<file path="src/rtl/pipeline_ctrl.sv">
//============================================================================
// pipeline_ctrl : pipeline latch/PC enable and flush control for a 5-stage
//                 pipe, with stall/bubble/flush performance counters.
// Revision 1.0
//============================================================================
`default_nettype none

module pipeline_ctrl #(
    parameter int CNT_W = 32
) (
    input  logic             CLK,
    input  logic             nRST,
    input  logic             freeze,
    input  logic             flush,
    input  logic             ihit,
    input  logic             dhit,
    input  logic             dmem_req,
    input  logic             halt_wb,
    output logic             pc_en,
    output logic             ifid_en,
    output logic             ifid_flush,
    output logic             idex_en,
    output logic             idex_flush,
    output logic             exmem_en,
    output logic             memwb_en,
    output logic             halted,
    output logic [CNT_W-1:0] stall_cnt,
    output logic [CNT_W-1:0] bubble_cnt,
    output logic [CNT_W-1:0] flush_cnt
);

    typedef enum logic [0:0] {
        ST_RUN  = 1'b0,
        ST_HALT = 1'b1
    } state_t;

    localparam logic [CNT_W-1:0] c_CNT_MAX = {CNT_W{1'b1}};

    state_t           r_state;
    logic             r_mem_done;
    logic             r_flush_pend;
    logic [CNT_W-1:0] r_stall_cnt;
    logic [CNT_W-1:0] r_bubble_cnt;
    logic [CNT_W-1:0] r_flush_cnt;

    logic w_run;
    logic w_mem_ok;
    logic w_advance;
    logic w_do_stall;
    logic w_do_flush;
    logic w_do_bubble;

    // A data access counts as finished if it completes now or completed
    // earlier while the pipe was still waiting on the icache.
    assign w_run       = nRST && (r_state == ST_RUN);
    assign w_mem_ok    = ~dmem_req | dhit | r_mem_done;
    assign w_advance   = ihit & w_mem_ok;
    assign w_do_stall  = w_run & ~w_advance;
    assign w_do_flush  = w_run & w_advance & (flush | r_flush_pend);
    assign w_do_bubble = w_run & w_advance & ~(flush | r_flush_pend) & freeze;

    always_comb begin
        pc_en      = 1'b0;
        ifid_en    = 1'b0;
        ifid_flush = 1'b0;
        idex_en    = 1'b0;
        idex_flush = 1'b0;
        exmem_en   = 1'b0;
        memwb_en   = 1'b0;
        if (w_do_flush) begin
            pc_en      = 1'b1;
            ifid_en    = 1'b1;
            ifid_flush = 1'b1;
            idex_en    = 1'b1;
            idex_flush = 1'b1;
            exmem_en   = 1'b1;
            memwb_en   = 1'b1;
        end else if (w_do_bubble) begin
            // Hold PC and IF/ID, push a bubble into ID/EX.
            idex_en    = 1'b1;
            idex_flush = 1'b1;
            exmem_en   = 1'b1;
            memwb_en   = 1'b1;
        end else if (w_run && w_advance) begin
            pc_en    = 1'b1;
            ifid_en  = 1'b1;
            idex_en  = 1'b1;
            exmem_en = 1'b1;
            memwb_en = 1'b1;
        end
    end

    assign halted     = nRST && (r_state == ST_HALT);
    assign stall_cnt  = r_stall_cnt;
    assign bubble_cnt = r_bubble_cnt;
    assign flush_cnt  = r_flush_cnt;

    always_ff @(posedge CLK) begin
        if (!nRST) begin
            r_state      <= ST_RUN;
            r_mem_done   <= 1'b0;
            r_flush_pend <= 1'b0;
            r_stall_cnt  <= '0;
            r_bubble_cnt <= '0;
            r_flush_cnt  <= '0;
        end else begin
            case (r_state)
                ST_RUN: begin
                    if (w_advance) begin
                        r_mem_done   <= 1'b0;
                        r_flush_pend <= 1'b0;
                    end else begin
                        if (dhit)  r_mem_done   <= 1'b1;
                        if (flush) r_flush_pend <= 1'b1;
                    end

                    if (w_do_stall && (r_stall_cnt != c_CNT_MAX))
                        r_stall_cnt <= r_stall_cnt + 1'b1;
                    if (w_do_bubble && (r_bubble_cnt != c_CNT_MAX))
                        r_bubble_cnt <= r_bubble_cnt + 1'b1;
                    if (w_do_flush && (r_flush_cnt != c_CNT_MAX))
                        r_flush_cnt <= r_flush_cnt + 1'b1;

                    if (halt_wb) r_state <= ST_HALT;
                end
                ST_HALT: begin
                    r_state <= ST_HALT;
                end
                default: begin
                    r_state <= ST_RUN;
                end
            endcase
        end
    end

endmodule

`default_nettype wire
</file>
<file path="config.mk">
export PLATFORM = sky130hd
export DESIGN_NAME = pipeline_ctrl
export DESIGN_NICKNAME = d
export VERILOG_FILES = /design/src/rtl/pipeline_ctrl.sv
export SDC_FILE = /design/constraint.sdc
export NUM_CORES = 1
export LEC_CHECK = 0
export ABC_AREA = 1
export CAP_MARGIN = 25
export CORE_MARGIN = 2
export CORE_UTILIZATION = 54
export CTS_CLUSTER_SIZE = 8
export DETAILED_ROUTE_END_ITERATION = 10
export PLACE_DENSITY = 0.82
export SYNTH_ARGS = -nofsm -noshare
export SYNTH_HDL_FRONTEND = slang
export SYNTH_SLANG_ARGS = --single-unit
</file>
<file path="constraint.sdc">
create_clock -name CLK -period 2.06 [get_ports CLK]
set_clock_uncertainty 0.15 [all_clocks]
set_input_delay 0.412 -clock CLK [delete_from_list [all_inputs] [get_ports CLK]]
set_output_delay 0.412 -clock CLK [all_outputs]
set_load 0.02 [all_outputs]
</file>
* Yosys cells after proc, flatten, opt, wreduce, memory -nomap -nowiden
Index checks and enable logic that the tools add are counted.
** Word-level totals
- Bits in registers :: 99
- Bits of input ports :: 8
- Output and inout bits :: 104
- Logic and storage cells :: 52
** Cells by class
- $add $sub $neg :: 3
- Equality and inequality tests :: 3
- Muxes and demuxes :: 14
- Bitwise logic cells :: 13
- Reduce and logical (&&, ||, !) cells :: 13
** Operator list (count)
- 32-bit by 1-bit adder with 32-bit output (second input constant) :: 3
- 32-bit != test (second input constant) :: 3
- 1-bit two-way mux :: 13
- 2-bit AND reduction :: 5
- 1-bit bitwise AND :: 6
- 1-bit logical AND :: 6
- 1-bit NOT :: 4
- 2-bit nonzero test :: 2
- 1-bit OR :: 3
- 1-bit case mux with 2 select lines :: 1

* Depth between registers and ports, before layout
Gate-level depths: netlist of the first run.
- Depth in word-level cells :: 9
- Gate-level depth with buffers :: 11
- Depth with buffers taken out :: 10

* Worst setup path after synthesis of the first run
Ideal clock, no wire load.
- Kind :: register -> register
- Start point :: register r_flush_cnt[0], in the netlist flush_cnt[0]
- End point :: register r_flush_cnt[21], in the netlist flush_cnt[21]
- Setup time :: 0.143 ns
- Data arrival time :: 1.759 ns
- Data required time :: 1.767 ns
- Slack :: 0.008 ns
- Cell stages (with the launch flop) :: 12
- Buffers on the path :: 1
- Period minus slack after synthesis :: 2.052 ns
- Cells stage by stage :: dfxtp_1 ha_1 inv_1 nor2_4 nand2_2 nor2_4 nand2_4 nand2_8 inv_2 buf_4 nand2_1 a21oi_2
** On the way
- Longest elaborated chain between the ends :: 3
- Elaborated cells on any way between the ends :: 4
- Those cells by class :: add/sub (1); eq/ne (1); reduce/logical (2)
** RTL lines
- from (decl) :: RTL line 44 : logic [CNT_W-1:0] r_flush_cnt;
- from (signal assigned) :: RTL line 122 : r_flush_cnt <= r_flush_cnt + 1'b1;
- parallel branches: the longest is 3 deep, another holds 32-bit by 1-bit adder with 32-bit output
Several ways; the timed one is not identified.
A chain may end at the register's enable or synchronous reset.

* Final worst setup path of the first run
- Start point :: register r_flush_cnt[24], in the netlist flush_cnt[24]
- End point :: output port flush_cnt[24]
** RTL lines
- to (decl) :: RTL line 29 : output logic [CNT_W-1:0] flush_cnt
No word-level cell between the ends.

==> metrics.md, run 1 <==
| Metric | Value |
|---|---|
| Initial antenna violation count | `1` |
| Placer congestion estimate | `0.9431` |
| Register bit total from synthesis | `99` |
| I/O Buffers | `111` |
| FP Rows | `40` |
| Fin. Hold Viols | `0` |
| Leak pwr | `0.003405 uW` |
| CTS tree | `yes` |
| Power Total | `4035 uW` |
| FMAX | `493.1 MHz` |
| Setup-failing EPs final | `0` |
| Post-synth net total | `1094` |
| Crit share post-route | `98.45%` |
| Status | `finished clean` |
| # fillers | `1016` |
| Warnings from Yosys | `0` |
| DP HPWL | `14.47 mm` |
| Antenna viol nets, final | `0` |
| Share of cells above drive strength 1 | `15.92%` |
| Pre-antenna DRT Iters | `7` |
| Wire length per cell | `13.59 um` |
| Synth cell types | `29` |
| CP endpoint kind | `output port` |
| Post-Route WL | `19.29 mm` |
| Max H-tree Level | `3` |
| Power per cell area | `462.6 mW/mm2` |
| Crit path max fanout | `6` |
| Grt ovf | `0` |
| GRT Resource Usage Total | `29.09%` |
| Critical Path Source Type | `flop` |
| Worst EP arrival | `1.47 ns` |
| WP buf/inv | `1` |
| Hold crit path type | `flop to flop` |
| Final min period | `2.028 ns` |
| CTS root buf | `clkbuf_16` |
| Die W | `115.3 um` |
| First-pass GRT wire length | `30.68 mm` |
| Top delay family on crit path | `buffers and inverters` |
| Syn Area/Cell | `6.179 um2` |
| Largest net degree at the start of global routing | `66` |
| Vias in the first global route | `6419` |
| DRT iter0 DRCs | `543` |
| Commonest non-fill, non-tap cell in the layout | `nand2_1` |
| DR WL met3 | `1.577 mm` |
| Hold Buf Count CTS | `0` |
| Layout Nets | `1258` |
| Clock buffer depth | `2` |
| Slowest Stage Delay on Critical Path | `0.65 ns` |
| Worst skew pair latency | `0.35 ns` |
| Core area | `0.01206 mm2` |
| CP required | `1.50 ns` |
| Starting Density | `55.48%` |
| Path type of the worst setup path | `flop to output port` |
| Post-route DRC violation count | `0` |
| VDD IR max | `0.2883 mV` |
| Cell Area, Synth | `0.006691 mm2` |
| DR vias | `7357` |
| Die Area | `0.01330 mm2` |
| Die H | `115.3 um` |
| Commonest cells after routing, fill and taps aside | `nand2_1 (400), nor2_1 (213), dfxtp_1 (95), clkdlybuf4s50_1 (85), inv_1 (77)` |
| Hold_ws | `0.3624 ns` |
| Worst slew margin | `34.58%` |
| Fin. max-slew vios | `0` |
| Clock transition at path regs | `0.07 ns` |
| Via density | `5.185` |
| Worst-Margin Slew | `0.9813 ns` |
| Crit path cell chain | `clkdlybuf4s50_1` |
| Sequential share of the synthesized area | `29.62%` |
| Clock sink count | `99` |
| Metal-1 WL | `8.512 mm` |
| Cells after synthesis | `1083` |
| WL met2 | `8.666 mm` |
| CP max-delay cell | `clkdlybuf4s50_1` |
| Setup TNS | `0 ns` |
| CTS Buf Count | `9` |
| I/O pin total | `112` |
| Top Layer Used | `met4` |
| Max Cap Viol | `0` |
| Register area | `0.001987 mm2` |
| Area grow syn2layout | `30.35%` |
| Area of the multi-input gates | `0.004190 mm2` |
| Util after Layout | `72.31%` |
## path summary, 6_finish.rpt
| kind | start | endpoint | slack [ns] | depth (start not counted) |
|---|---|---|---|---|
| setup / recovery | flush_cnt[24]$_SDFFE_PN0P_ | flush_cnt[24] | 0.03 | 1 |
| hold / removal | stall_cnt[30]$_SDFFE_PN0P_ | stall_cnt[30]$_SDFFE_PN0P_ | 0.36 | 2 |
| setup reg to reg | stall_cnt[0]$_SDFFE_PN0P_ | stall_cnt[19]$_SDFFE_PN0P_ | 0.13 | 11 |
| hold reg to reg | stall_cnt[30]$_SDFFE_PN0P_ | stall_cnt[30]$_SDFFE_PN0P_ | 0.36 | 2 |
## metrics by stage
step           std cells  setup slack, ns  cell area (um2)
2_1_floorplan       1083         0.007877             6691
3_3_place_gp        1402          -0.6187             8373
3_5_place_dp        1402          -0.6083             8373
4_1_cts             1417         0.001495             8677
5_1_grt             1418       -0.0002440             8720
6_report            1419          0.03199             8722
## final cells by class
type	count	area share [%]
Antenna cell	1	0.02869
Inverter	83	3.615
Sequential cell	99	22.78
Tap cell	168	2.410
Multi-Input combinational cell	872	48.04
Clock inverter	2	0.4017
Timing Repair Buffer	182	19.67
Clock buffer	12	3.056
## logic make-up (layout without fill, tap and decap cells)
logic type | count (synthesis) | in the layout | share of synthesized area [%]
other | 0 | 1 | 0
buffers and inverters | 112 | 279 | 8.134
adder cells (fa/ha/maj) | 3 | 3 | 0.5610
XOR/XNOR | 43 | 43 | 5.628
AND/OR/NAND/NOR | 740 | 740 | 47.14
AO/OA/AOI/OAI | 86 | 86 | 8.919
flip-flops | 99 | 99 | 29.62
## state kept, by name, summed over array words and instances, names as in the netlist
register / count
bubble_cnt: 32
flush_cnt: 32
r_flush_pend: 1
r_mem_done: 1
r_state: 1
stall_cnt: 32
## repair_timing
action,CTS,global route
cloned,0,0
pin swaps,4,4
setup endpoints to repair,9,103
resized for setup,36,27
setup buffers,1,2
## routing by layer
metal,track usage (%),vias up
met1,39.12,3317
met4,11.65,0
met2,46.32,299
met3,5.113,36
li1,-,3705
met5,0,-
## Yosys cell counts
master    number  area [um2]
nand3b_1       1       7.510
xnor2_1       14       122.6
a21oi_1       28       140.1
nor2_8         2       40.04
o21ai_1        8       40.04
xor2_1        29       254.0
nor2_1       217       814.5
nand2_8        3       60.06
buf_4          5       37.54
a31oi_1        1       6.260
nand2_2       24       150.1
inv_1         79       296.5
nor2_4         7       78.83
clkbuf_1       9       33.78
dfxtp_1       99        1982
o21ai_0        5       25.02
inv_2          4       15.01
and2_1         1       6.260
buf_6         14       157.7
a21oi_2       44       385.4
nand4_1       22       137.6
nand3_4        1       17.52
buf_1          1       3.750
nor3_1         7       35.03
nor2_2         5       31.28
nand2_4        4       45.04
nand2_1      401        1505
ha_1           3       37.54
nand3_1       45       225.2
## where the power goes
| part | switching (uW) | total (uW) | internal, uW |
|---|---|---|---|
| Sequential | 17.3 | 1950 | 1930 |
| Combinational | 205 | 327 | 123 |
| Clock | 734 | 1760 | 1030 |
| Total | 956 | 4040 | 3080 |
No activity file was read; power rests on OpenSTA's default activity.
==> run 2, diff against run 1 <==
--- a/config.mk
+++ b/config.mk
@@ -12,6 +12,7 @@
 export CTS_CLUSTER_SIZE = 8
 export DETAILED_ROUTE_END_ITERATION = 10
 export PLACE_DENSITY = 0.82
+export SLEW_MARGIN = 5
 export SYNTH_ARGS = -nofsm -noshare
 export SYNTH_HDL_FRONTEND = slang
 export SYNTH_SLANG_ARGS = --single-unit
==> results of run 2 <==
No change in the layout: final DEF, timing and power equal those of run 1.
